**config.mk**
```make
export PLATFORM = sky130hd
export DESIGN_NAME = mmu_read_arbiter
export DESIGN_NICKNAME = d
export VERILOG_FILES = /design/src/rtl/mmu_read_arbiter.sv
export SDC_FILE = /design/constraint.sdc
export NUM_CORES = 1
export LEC_CHECK = 0
export BUFFER_PORTS_ARGS = -buffer_cell sky130_fd_sc_hd__buf_2
export CAP_MARGIN = 10
export CORE_AREA = 2 2 112 114
export CTS_CLUSTER_SIZE = 14
export DETAILED_ROUTE_END_ITERATION = 8
export DIE_AREA = 0 0 114 116
export PLACE_DENSITY = 0.78
export SLEW_MARGIN = 20
export SYNTH_ARGS = -nofsm -noshare
export SYNTH_HDL_FRONTEND = slang
export SYNTH_SLANG_ARGS = --single-unit
```
**constraint.sdc**
```tcl
create_clock -name CLK -period 3.65 [get_ports CLK]
set_input_delay 1.095 -clock CLK [delete_from_list [all_inputs] [get_ports CLK]]
set_output_delay 1.095 -clock CLK [all_outputs]
set_load 0.005 [all_outputs]
```
**src/rtl/mmu_read_arbiter.sv**
```systemverilog
// Single-beat AXI4 read arbiter sharing the MMU read master between instruction fetch and
// data load, with data priority, a bounded fairness counter and fetch flush.
module mmu_read_arbiter #(
    parameter int unsigned C_AXI_DATA_WIDTH = 32,
    parameter int unsigned C_OFFSET_WIDTH   = 32,
    parameter int unsigned DATA_FAIRNESS    = 4
) (
    input  logic                        CLK,
    input  logic                        RST,

    input  logic                        INST_RDEN,
    input  logic [C_OFFSET_WIDTH-1:0]   INST_RIADDR,
    input  logic                        INST_FLUSH,
    output logic                        INST_RVALID,
    output logic [C_OFFSET_WIDTH-1:0]   INST_ROADDR,
    output logic [C_AXI_DATA_WIDTH-1:0] INST_RDATA,

    input  logic                        DATA_RDEN,
    input  logic [C_OFFSET_WIDTH-1:0]   DATA_RIADDR,
    output logic                        DATA_RVALID,
    output logic [C_OFFSET_WIDTH-1:0]   DATA_ROADDR,
    output logic [C_AXI_DATA_WIDTH-1:0] DATA_RDATA,

    output logic                        RD_ERR,
    output logic                        MEM_WAIT,

    output logic [C_OFFSET_WIDTH-1:0]   M_AXI_ARADDR,
    output logic [7:0]                  M_AXI_ARLEN,
    output logic [2:0]                  M_AXI_ARSIZE,
    output logic [1:0]                  M_AXI_ARBURST,
    output logic                        M_AXI_ARVALID,
    input  logic                        M_AXI_ARREADY,
    input  logic [C_AXI_DATA_WIDTH-1:0] M_AXI_RDATA,
    input  logic [1:0]                  M_AXI_RRESP,
    input  logic                        M_AXI_RLAST,
    input  logic                        M_AXI_RVALID,
    output logic                        M_AXI_RREADY
);

    localparam logic [1:0] IDLE = 2'd0;
    localparam logic [1:0] ADDR = 2'd1;
    localparam logic [1:0] DATA = 2'd2;
    localparam logic [1:0] RESP = 2'd3;

    localparam logic GRANT_DATA = 1'b0;
    localparam logic GRANT_INST = 1'b1;

    localparam int unsigned        FAIR_W   = $clog2(DATA_FAIRNESS + 1);
    localparam logic [FAIR_W-1:0]  FAIR_MAX = FAIR_W'(DATA_FAIRNESS);

    logic [1:0]                  state_q, state_d;
    logic                        grant_q, grant_d;
    logic [C_OFFSET_WIDTH-1:0]   addr_q, addr_d;
    logic [C_AXI_DATA_WIDTH-1:0] rdata_q, rdata_d;
    logic [1:0]                  rresp_q, rresp_d;
    logic [FAIR_W-1:0]           fair_cnt_q, fair_cnt_d;
    logic                        discard_q, discard_d;
    logic                        inst_wins;
    logic                        resp_live;

    // Single beat per transaction, so the last-beat flag carries no information.
    logic rlast_unused;
    assign rlast_unused = M_AXI_RLAST;

    assign inst_wins = INST_RDEN && (!DATA_RDEN || fair_cnt_q == FAIR_MAX);

    always_comb begin
        state_d    = state_q;
        grant_d    = grant_q;
        addr_d     = addr_q;
        rdata_d    = rdata_q;
        rresp_d    = rresp_q;
        fair_cnt_d = fair_cnt_q;
        discard_d  = discard_q;

        case (state_q)
            IDLE: begin
                if (!INST_RDEN) begin
                    fair_cnt_d = '0;
                end
                if (inst_wins) begin
                    grant_d    = GRANT_INST;
                    addr_d     = INST_RIADDR;
                    fair_cnt_d = '0;
                    state_d    = ADDR;
                end else if (DATA_RDEN) begin
                    grant_d = GRANT_DATA;
                    addr_d  = DATA_RIADDR;
                    state_d = ADDR;
                    // Count only data grants that actually make a fetch wait.
                    if (INST_RDEN && fair_cnt_q != FAIR_MAX) begin
                        fair_cnt_d = fair_cnt_q + 1'b1;
                    end
                end
            end
            ADDR: begin
                if (INST_FLUSH && grant_q == GRANT_INST) begin
                    discard_d = 1'b1;
                end
                if (M_AXI_ARREADY) begin
                    state_d = DATA;
                end
            end
            DATA: begin
                if (INST_FLUSH && grant_q == GRANT_INST) begin
                    discard_d = 1'b1;
                end
                if (M_AXI_RVALID) begin
                    rdata_d = M_AXI_RDATA;
                    rresp_d = M_AXI_RRESP;
                    state_d = RESP;
                end
            end
            RESP: begin
                discard_d = 1'b0;
                state_d   = IDLE;
            end
            default: begin
                state_d = IDLE;
            end
        endcase
    end

    always_ff @(posedge CLK or posedge RST) begin
        if (RST) begin
            state_q    <= IDLE;
            grant_q    <= GRANT_DATA;
            addr_q     <= '0;
            rdata_q    <= '0;
            rresp_q    <= 2'b00;
            fair_cnt_q <= '0;
            discard_q  <= 1'b0;
        end else begin
            state_q    <= state_d;
            grant_q    <= grant_d;
            addr_q     <= addr_d;
            rdata_q    <= rdata_d;
            rresp_q    <= rresp_d;
            fair_cnt_q <= fair_cnt_d;
            discard_q  <= discard_d;
        end
    end

    // A flushed fetch completes on the bus but is invisible to the core.
    assign resp_live = (state_q == RESP) && !(grant_q == GRANT_INST && discard_q);

    assign INST_RVALID = resp_live && (grant_q == GRANT_INST);
    assign DATA_RVALID = resp_live && (grant_q == GRANT_DATA);
    assign RD_ERR      = resp_live && (rresp_q != 2'b00);
    assign MEM_WAIT    = (state_q != IDLE);

    assign INST_ROADDR = addr_q;
    assign INST_RDATA  = rdata_q;
    assign DATA_ROADDR = addr_q;
    assign DATA_RDATA  = rdata_q;

    assign M_AXI_ARADDR  = addr_q;
    assign M_AXI_ARLEN   = 8'd0;
    assign M_AXI_ARSIZE  = 3'($clog2(C_AXI_DATA_WIDTH / 8));
    assign M_AXI_ARBURST = 2'b01;
    assign M_AXI_ARVALID = (state_q == ADDR);
    assign M_AXI_RREADY  = (state_q == DATA);

endmodule

```
==> qor.yml <==
worst_hold_path:
  hold_class: "flop to flop"
finish:
  layout.cells.non_filler: 730
  nNetsFinal: 690
  num_antenna_cells: 0
  area_growth_syn_to_layout_pct: 25.1
  fin_area_um2: 5180
  drive_above_1_share_pct: 57.5
logic_synthesis:
  ys_ff_latch: 73
  post_synth_inst_count: 413
  synth_cell_types: 29
  avgSynthCellArea_um2: 10.0
  yosysWarnings: 0
  ys_seq_area_share_pct: 44.1
  synthesis.area_um2: 4140
placed_design:
  pre_cts_slack_ns: 1.27
  io_buffers: 270
  dpl_cell_area_um2: 4850
  routabilityCongestion: 0.715
  placedCellCount: 714
  hpwl_mm: 7.79
drt:
  wl_per_cell_um: 14.3
  route.vias.total: 3431
  viasPerCell: 4.70
  first_pass_iters: 4
  first_iter_violations: 113
  drt-total-wl_mm: 10.5
  ant_nets: 0
  drc: 0
global_route:
  use_met3_pct: 4.08
  grt_pass1_wl_mm: 15.6
  antenna_found_initial: 0
  grt_util_met2_pct: 26.9
  overflow: 0
  grt_max_degree: 74
  use_met1_pct: 17.5
  grt_pass1_vias: 3154
  grt_use_total_pct: 15.2
  grt_busiest_layer: "met2"
floorplanning:
  core_area_um2: 11900
  row_count: 40
  die_x_um: 114
  initial_core_util_pct: 34.7
  die_y_um: 116
  io_pins: 285
  dieArea_um2: 13200
sta:
  timing.fmax_mhz: 393
  slew_viol_final: 0
  max_slew_margin_pct: 54.1
  skew_ns: 0.00600
  final_hold_viol_count: 0
  post-route-period-util_pct: 69.7
  fin_crit_ns: 2.54
  tightest_slew_ns: 0.689
  fin_setup_tns_ns: 0
  setup_viol_count_final: 0
  layout_setup_ws_ns: 1.11
  rsz0062_at_grt: "no"
cts:
  path_clk_slew_ns: 0.06
  numClockSinks: 73
  cts_max_level: 3
  cts-root-buf: "clkbuf_16"
  clock_tree.buffer_depth: 2
  post_cts_resized: 0
  clock_latency_ns: 0.33
  cts_hold_buffers: 0
  cts_setup_buffers: 0
  cts_made_buffers: 9
  cts_tree: "built"
power:
  peakVddDrop_uv: 284
  p_leak_nw: 2.72
  power.density_nw_per_um2: 877
  total_power_mw: 4.54
job:
  maxCapViolCount: 0
setup_path:
  critPathCaptureType: "output pin"
  crit_type: "flop to output pin"
  crit_fanout: 15
  arrival_ns: 1.45
  start_kind: "flop"
  required_ns: 2.55
run_status:
  outcome: "completed"
## synth_stat cells (all sizes together)
master	instances	area, µm²
a21oi	1	5.00
mux2i	1	10.0
a21o	1	7.51
clkbuf	4	15.0
o31ai	1	7.51
ha	6	75.1
and3	1	6.26
a21bo	1	10.0
o21ai	4	23.8
nor2	2	7.51
o211ai	32	240
a221oi	1	15.0
o2bb2ai	1	8.76
nand2	67	251
o21a	1	7.51
o32a	1	10.0
nand4	34	213
a22o	1	8.76
inv	9	33.8
nor4	1	6.26
mux2	35	394
dfrtp	73	1830
nor2b	2	12.5
conb	2	7.51
buf	130	923
a21boi	1	11.3
## power breakdown
| part | total (mW) | switching [mW] | internal (mW) |
|---|---|---|---|
| Combinational | 2.02 | 0.961 | 1.06 |
| Clock | 0.967 | 0.333 | 0.633 |
| Sequential | 1.55 | 0.332 | 1.22 |
| Total | 4.54 | 1.63 | 2.91 |
## cells by family after synthesis
| kind of cell | Yosys count | synth area share [%] |
|---|---|---|
| AOI/OAI and AO/OA | 46 | 8.59 |
| adders and majority gates | 6 | 1.81 |
| buffers and inverters | 143 | 23.5 |
| DFF | 73 | 44.1 |
| muxes | 36 | 9.77 |
| other | 2 | 0.182 |
| and+or+nand+nor | 107 | 12.0 |
## cell type report
class,count,area (µm²)
Clock buffer,11,253
Clock inverter,5,77.6
Fill cell,1187,6730
Inverter,9,35.0
Multi-Input combinational cell,208,1390
Sequential cell,73,1830
Tap cell,147,184
Timing Repair Buffer,277,1420
## registers in the layout, indices dropped and copies added, names as in the netlist
| name | flops |
|---|---|
| discard_q | 1 |
| state_q | 2 |
| grant_q | 1 |
| fair_cnt_q | 3 |
| DATA_RDATA | 32 |
| rresp_q | 2 |
| DATA_ROADDR | 32 |
## final timing paths
kind | cells after the start | start | to | slack (ns)
max | 4 | state_q[0] | MEM_WAIT | 1.11
max reg2reg | 7 | state_q[0] | DATA_ROADDR[8] | 1.40
max in group asynchronous | 3 | RST | DATA_RDATA[9] | 2.48
min | 1 | rresp_q[1] | rresp_q[1] | 0.51
min reg2reg | 1 | rresp_q[1] | rresp_q[1] | 0.51
min in group asynchronous | 3 | RST | DATA_RDATA[15] | 0.80
## worst max-delay path, cell delays in order, from the launching register on
cell and delay [ns]:
dfrtp_1 0.42, inv_1 0.10, ha_2 0.40, inv_1 0.07, buf_2 0.13
## per-layer routing
| layer | wire (µm) | vias to the layer above |
|---|---|---|
| met1 | 4180 | 1610 |
| met5 | 0 | - |
| li1 | - | 1621 |
| met3 | 843 | 16 |
| met2 | 5260 | 184 |
| met4 | 170 | 0 |
## cell usage in the layout, fill, tap and decap left out, drive strengths merged
cell,n
buf,277
dfrtp,73
nand2,67
mux2,35
nand4,34
o211ai,32
conb,13
clkbuf,11
inv,8
ha,6
o21ai,4
clkinv,3
nor2b,2
bufinv,2
nor2,2
a221oi,1
a21boi,1
o21a,1
a21bo,1
o32a,1
and3,1
a21oi,1
mux2i,1
o2bb2ai,1
o31ai,1
nor4,1
a21o,1
a22o,1
clkinvlp,1
## per-stage QoR
| step | hold WS (ns) | util (%) |
|---|---|---|
| floorplan | 0.474 | - |
| global placement | 0.487 | 40.7 |
| detailed placement | 0.495 | 40.7 |
| CTS | 0.508 | 43.5 |
| global route | 0.526 | 43.5 |
| finish | 0.505 | 43.5 |
(Power assumes the default switching activity.)
